File: config.mk
export PLATFORM = sky130hd
export DESIGN_NAME = peribus_timer
export DESIGN_NICKNAME = d
export VERILOG_FILES = /design/src/rtl/peribus_timer.sv
export SDC_FILE = /design/constraint.sdc
export NUM_CORES = 1
export LEC_CHECK = 0
export ABC_AREA = 1
export CORE_ASPECT_RATIO = 1.1
export CORE_MARGIN = 2
export CORE_UTILIZATION = 63
export DETAILED_ROUTE_END_ITERATION = 12
export PLACE_DENSITY = 0.92
export SLEW_MARGIN = 20
export SYNTH_ARGS = -nofsm -noshare
export SYNTH_HDL_FRONTEND = slang
export SYNTH_SLANG_ARGS = --single-unit
File: constraint.sdc
create_clock -name clock -period 3.95 [get_ports clock]
set_clock_uncertainty 0.15 [all_clocks]
set_input_delay 0.5925 -clock clock [delete_from_list [all_inputs] [get_ports clock]]
set_output_delay 0.5925 -clock clock [all_outputs]
set_load 0.05 [all_outputs]
File: src/rtl/peribus_timer.sv
// peribus_timer: 16-bit prescaled down-counter timer for the Peribus.
// Four word registers: CTRL, RELOAD, COUNT, STATUS. A held write strobe
// commits exactly once, on its first edge. irq = TF & IE.
module peribus_timer #(
  parameter int                    DATA_WIDTH    = 16,
  parameter int                    PRESCALE_BITS = 4,
  parameter logic [DATA_WIDTH-1:0] RESET_RELOAD  = '0
) (
  input  logic                  clock,
  input  logic                  reset,
  input  logic [1:0]            addr,
  input  logic [DATA_WIDTH-1:0] write_data,
  input  logic                  write_en,
  input  logic                  read_en,
  input  logic                  chipselect,
  output logic [DATA_WIDTH-1:0] read_data,
  output logic                  irq
);

  // The prescaler must reach 2^PS-1 for the largest PS value.
  localparam int PW = (1 << PRESCALE_BITS) - 1;

  logic                     wstb, wstb_q, wr_commit;
  logic                     wr_ctrl, wr_reload, wr_count, wr_status;
  logic                     en_q, en_d, ie_q, ie_d, mode_q, mode_d, tf_q, tf_d;
  logic [PRESCALE_BITS-1:0] ps_q, ps_d;
  logic [DATA_WIDTH-1:0]    reload_q, reload_d, count_q, count_d;
  logic [PW-1:0]            pre_q, pre_d, pre_lim;
  logic                     tick;

  assign wstb      = chipselect & write_en;
  assign wr_commit = wstb & ~wstb_q;
  assign wr_ctrl   = wr_commit && (addr == 2'd0);
  assign wr_reload = wr_commit && (addr == 2'd1);
  assign wr_count  = wr_commit && (addr == 2'd2);
  assign wr_status = wr_commit && (addr == 2'd3);

  assign pre_lim = PW'((32'd1 << ps_q) - 32'd1);
  assign tick    = en_q && (pre_q == pre_lim);
  assign irq     = tf_q & ie_q;

  // Next-state: register writes, prescaler and the prioritised counter update.
  always_comb begin
    en_d     = en_q;
    ie_d     = ie_q;
    mode_d   = mode_q;
    ps_d     = ps_q;
    reload_d = reload_q;
    count_d  = count_q;
    pre_d    = pre_q;
    tf_d     = tf_q;

    if (en_q) pre_d = tick ? '0 : pre_q + PW'(1);

    if (wr_ctrl) begin
      en_d   = write_data[0];
      ie_d   = write_data[1];
      mode_d = write_data[2];
      ps_d   = write_data[4 +: PRESCALE_BITS];
      pre_d  = '0;
    end
    if (wr_reload) reload_d = write_data;
    // W1C comes first so a same-edge timeout below overrides it.
    if (wr_status && write_data[0]) tf_d = 1'b0;

    if (wr_count) begin
      count_d = write_data;
      pre_d   = '0;
    end else if (wr_ctrl && write_data[0] && !en_q) begin
      count_d = reload_q;
    end else if (tick) begin
      if (count_q != '0) begin
        count_d = count_q - DATA_WIDTH'(1);
      end else begin
        tf_d = 1'b1;
        if (!mode_q)      count_d = reload_q;
        // An explicit CTRL write on the expiry edge keeps its EN value.
        else if (!wr_ctrl) en_d   = 1'b0;
      end
    end
  end

  // State registers with asynchronous reset.
  always_ff @(posedge clock or posedge reset) begin
    if (reset) begin
      wstb_q   <= 1'b0;
      en_q     <= 1'b0;
      ie_q     <= 1'b0;
      mode_q   <= 1'b0;
      ps_q     <= '0;
      reload_q <= RESET_RELOAD;
      count_q  <= '0;
      pre_q    <= '0;
      tf_q     <= 1'b0;
    end else begin
      wstb_q   <= wstb;
      en_q     <= en_d;
      ie_q     <= ie_d;
      mode_q   <= mode_d;
      ps_q     <= ps_d;
      reload_q <= reload_d;
      count_q  <= count_d;
      pre_q    <= pre_d;
      tf_q     <= tf_d;
    end
  end

  // Combinational read mux; zero unless selected for read.
  always_comb begin
    read_data = '0;
    if (chipselect && read_en) begin
      case (addr)
        2'd0:    read_data = DATA_WIDTH'({ps_q, 1'b0, mode_q, ie_q, en_q});
        2'd1:    read_data = reload_q;
        2'd2:    read_data = count_q;
        default: read_data = DATA_WIDTH'({en_q, tf_q});
      endcase
    end
  end

endmodule

==> flow_summary_export.csv <==
group,metric,value,unit
routing,num_vias,4726,
clocking,cts_root_buffer,"clkbuf_8",
worst_setup_path,start_kind,"input pin",
clocking,path_clk_slew,0.11,ns
place,numPortBuffers,39,
place,gp_congestion,0.949,
routing,dr.pass1.iters,5,
pwr,pwr_density_cell,513,mW/mm2
global_routing,grt_usage,33.1,%
timing,whs,0.356,ns
pwr,power.leakage,2.53,nW
routing,drtAntennaViolNets,0,
routing,viasPerCell,5.89,
worst_setup_path,crit_path_end_kind,"primary output",
timing,hold_viol,0,
synthesis,syn-cell-area,0.00436,mm2
floorplan,die_area,0.00761,mm2
clocking,clk_path_buf_depth,2,
global_routing,grt_pass1_wl,20600,um
routing,avgRoutedWirePerCell,15.6,um
synthesis,synth_edf_count,0,
cells_and_area,layout_common_cells,"241 x nand2_1, 73 x inv_1, 68 x nand3_1",
timing,worstMarginPinSlew,0.703,ns
routing,drt_wl_total,12500,um
worst_setup_path,crit_type,"input pin to primary output",
synthesis,synth_cells,685,
routing,initialDrtViolationCount,284,
cells_and_area,syn_to_final_growth,14.1,%
clocking,clock_latency,0.33,ns
cells_and_area,n_antenna_cell,0,
job,drv_cap,0,
timing,finalMaxSlewViolations,0,
timing,period_minus_slack,3.49,ns
synthesis,async_flop_share,100,%
synthesis,yosysWarnings,0,
timing,tns,0,ns
timing,max_freq,286,MHz
clocking,clock_sinks,56,
place,dp_hpwl,9300,um
synthesis,ys_types,35,
routing,drc_errors,0,
clocking,h-tree-depth,2,
clocking,postCtsHoldBufs,0,
floorplan,num_rows,31,
global_routing,overflow,0,
timing,rsz0062_at_grt,"no",
min_path,min_path_type,"flip-flop to flip-flop",
clocking,cts_setup_buffers,0,
pwr,ir_drop,0.395,mV
floorplan,io_pins,40,
global_routing,grt_antenna_before_repair,0,
synthesis,ys_seq_area_share,32.1,%
cells_and_area,drive_gt1_share,9.17,%
clocking,cts_tree,"built",
global_routing,grt_pass1_vias,4513,
floorplan,initial_core_util,65.8,%
synthesis,synth_nets,712,
worst_setup_path,cp_max_fo,10,
floorplan,core_area,0.00663,mm2
floorplan,dieWidth,83.3,um
cells_and_area,final_common_cell,"nand2_1",
synthesis,synth-seq-cells,56,
synthesis,synth_area_per_cell,6.37,um2
cells_and_area,nets,746,
synthesis,synth-main-ff-cell,"dfrtp_1",
clocking,numCtsBuffers,5,
worst_setup_path,arrival,2.75,ns
floorplan,die-height,91.3,um
timing,setup_viol_count_final,0,
global_routing,grt_start_max_net_pins,30,
timing,slew_headroom,52.9,%
worst_setup_path,required,3.21,ns
clocking,cts_resized,0,
status,status,"complete, no violations",
timing,fin_crit_sh,88.4,%
[synthesized netlist by cell type (3+ instances only)]
| library cell | number | area share (%) |
|---|---|---|
| ha_1 | 4 | 1.1 |
| o221ai_1 | 3 | 0.60 |
| buf_4 | 5 | 0.86 |
| nor2_8 | 3 | 1.4 |
| nand2_1 | 241 | 21 |
| nand3b_1 | 4 | 0.69 |
| a21oi_1 | 23 | 2.6 |
| nand4_1 | 11 | 1.6 |
| nand2_2 | 9 | 1.3 |
| inv_1 | 74 | 6.4 |
| buf_2 | 3 | 0.34 |
| xnor2_1 | 4 | 0.80 |
| nor2_2 | 3 | 0.43 |
| inv_2 | 10 | 0.86 |
| xor2_1 | 15 | 3.0 |
| dfrtp_1 | 56 | 32 |
| nand3_1 | 68 | 7.8 |
| nor2_1 | 59 | 5.1 |
| o22ai_1 | 3 | 0.43 |
| nor3_1 | 4 | 0.46 |
| clkbuf_1 | 10 | 0.86 |
| o21ai_0 | 49 | 5.6 |
| mux2_2 | 4 | 1.0 |
[final cells by class]
class	count	area (um2)
clock buffers	5	68.8
clock inverters	3	26.3
fillers	522	1660
inverters	86	325
multi-input cells	523	2520
flip-flops and latches	56	1400
well taps	82	103
repair buffers	47	528
[critical path, cell delays in order]
cell and delay [ns]:
clkdlybuf4s50_1 0.49, nand2_1 0.30, inv_1 0.29, o21ai_0 0.13, a21oi_1 0.13, clkdlybuf4s50_1 0.82
[through the flow]
stage	area [um2]	power [mW]	util [%]	cells	setup slack, ns
2_1_floorplan	4360	1.85	-	685	1.15
3_3_place_gp	4880	2.12	73.6	794	0.567
3_5_place_dp	4880	2.18	73.6	794	0.544
4_1_cts	4970	2.52	75.0	802	0.537
5_1_grt	4970	2.74	75.0	802	0.422
6_report	4970	2.55	75.0	802	0.459
[registers in the layout, indices dropped and copies added (netlist names)]
signal and count:
tf_q 1, mode_q 1, en_q 1, ps_q 4, reload_q 16, wstb_q 1
count_q 16, pre_q 15, ie_q 1
[kinds of logic (layout without fill, tap and decap cells)]
group           Yosys count  count (layout)  share of synthesized area [%]
buf+inv                 106             141                           10.0
mux                       4               4                           1.03
simple gates            409             409                           41.2
compound gates           87              87                           10.7
fa+ha+maj                 4               4                           1.15
xor+xnor                 19              19                           3.82
flops                    56              56                           32.1
[layer usage]
layer / share of wire [%] / vias up / track usage, %
li1: - / 2248 / -
met1: 36 / 2147 / 38.0
met2: 51 / 282 / 59.7
met3: 7.8 / 49 / 4.55
met4: 4.6 / 0 / 16.5
met5: 0 / - / 0
[power by group]
| part | total, mW | switching [mW] | internal (mW) |
|---|---|---|---|
| combinational | 1.27 | 0.803 | 0.467 |
| sequential | 0.932 | 0.213 | 0.719 |
| clock | 0.348 | 0.218 | 0.130 |
| total | 2.55 | 1.23 | 1.32 |
[path summary, 6_finish.rpt]
kind | from | endpoint | slack, ns | cells past startpoint
max | chipselect | read_data[1] | 0.46 | 6
max reg2reg | ps_q[3] | count_q[7] | 1.00 | 14
min | reload_q[0] | reload_q[0] | 0.36 | 2
min reg2reg | reload_q[0] | reload_q[0] | 0.36 | 2
max in group asynchronous | reset | count_q[4] | 2.32 | 3
min in group asynchronous | reset | wstb_q | 0.49 | 2
No activity file was read; power rests on OpenSTA's default activity.
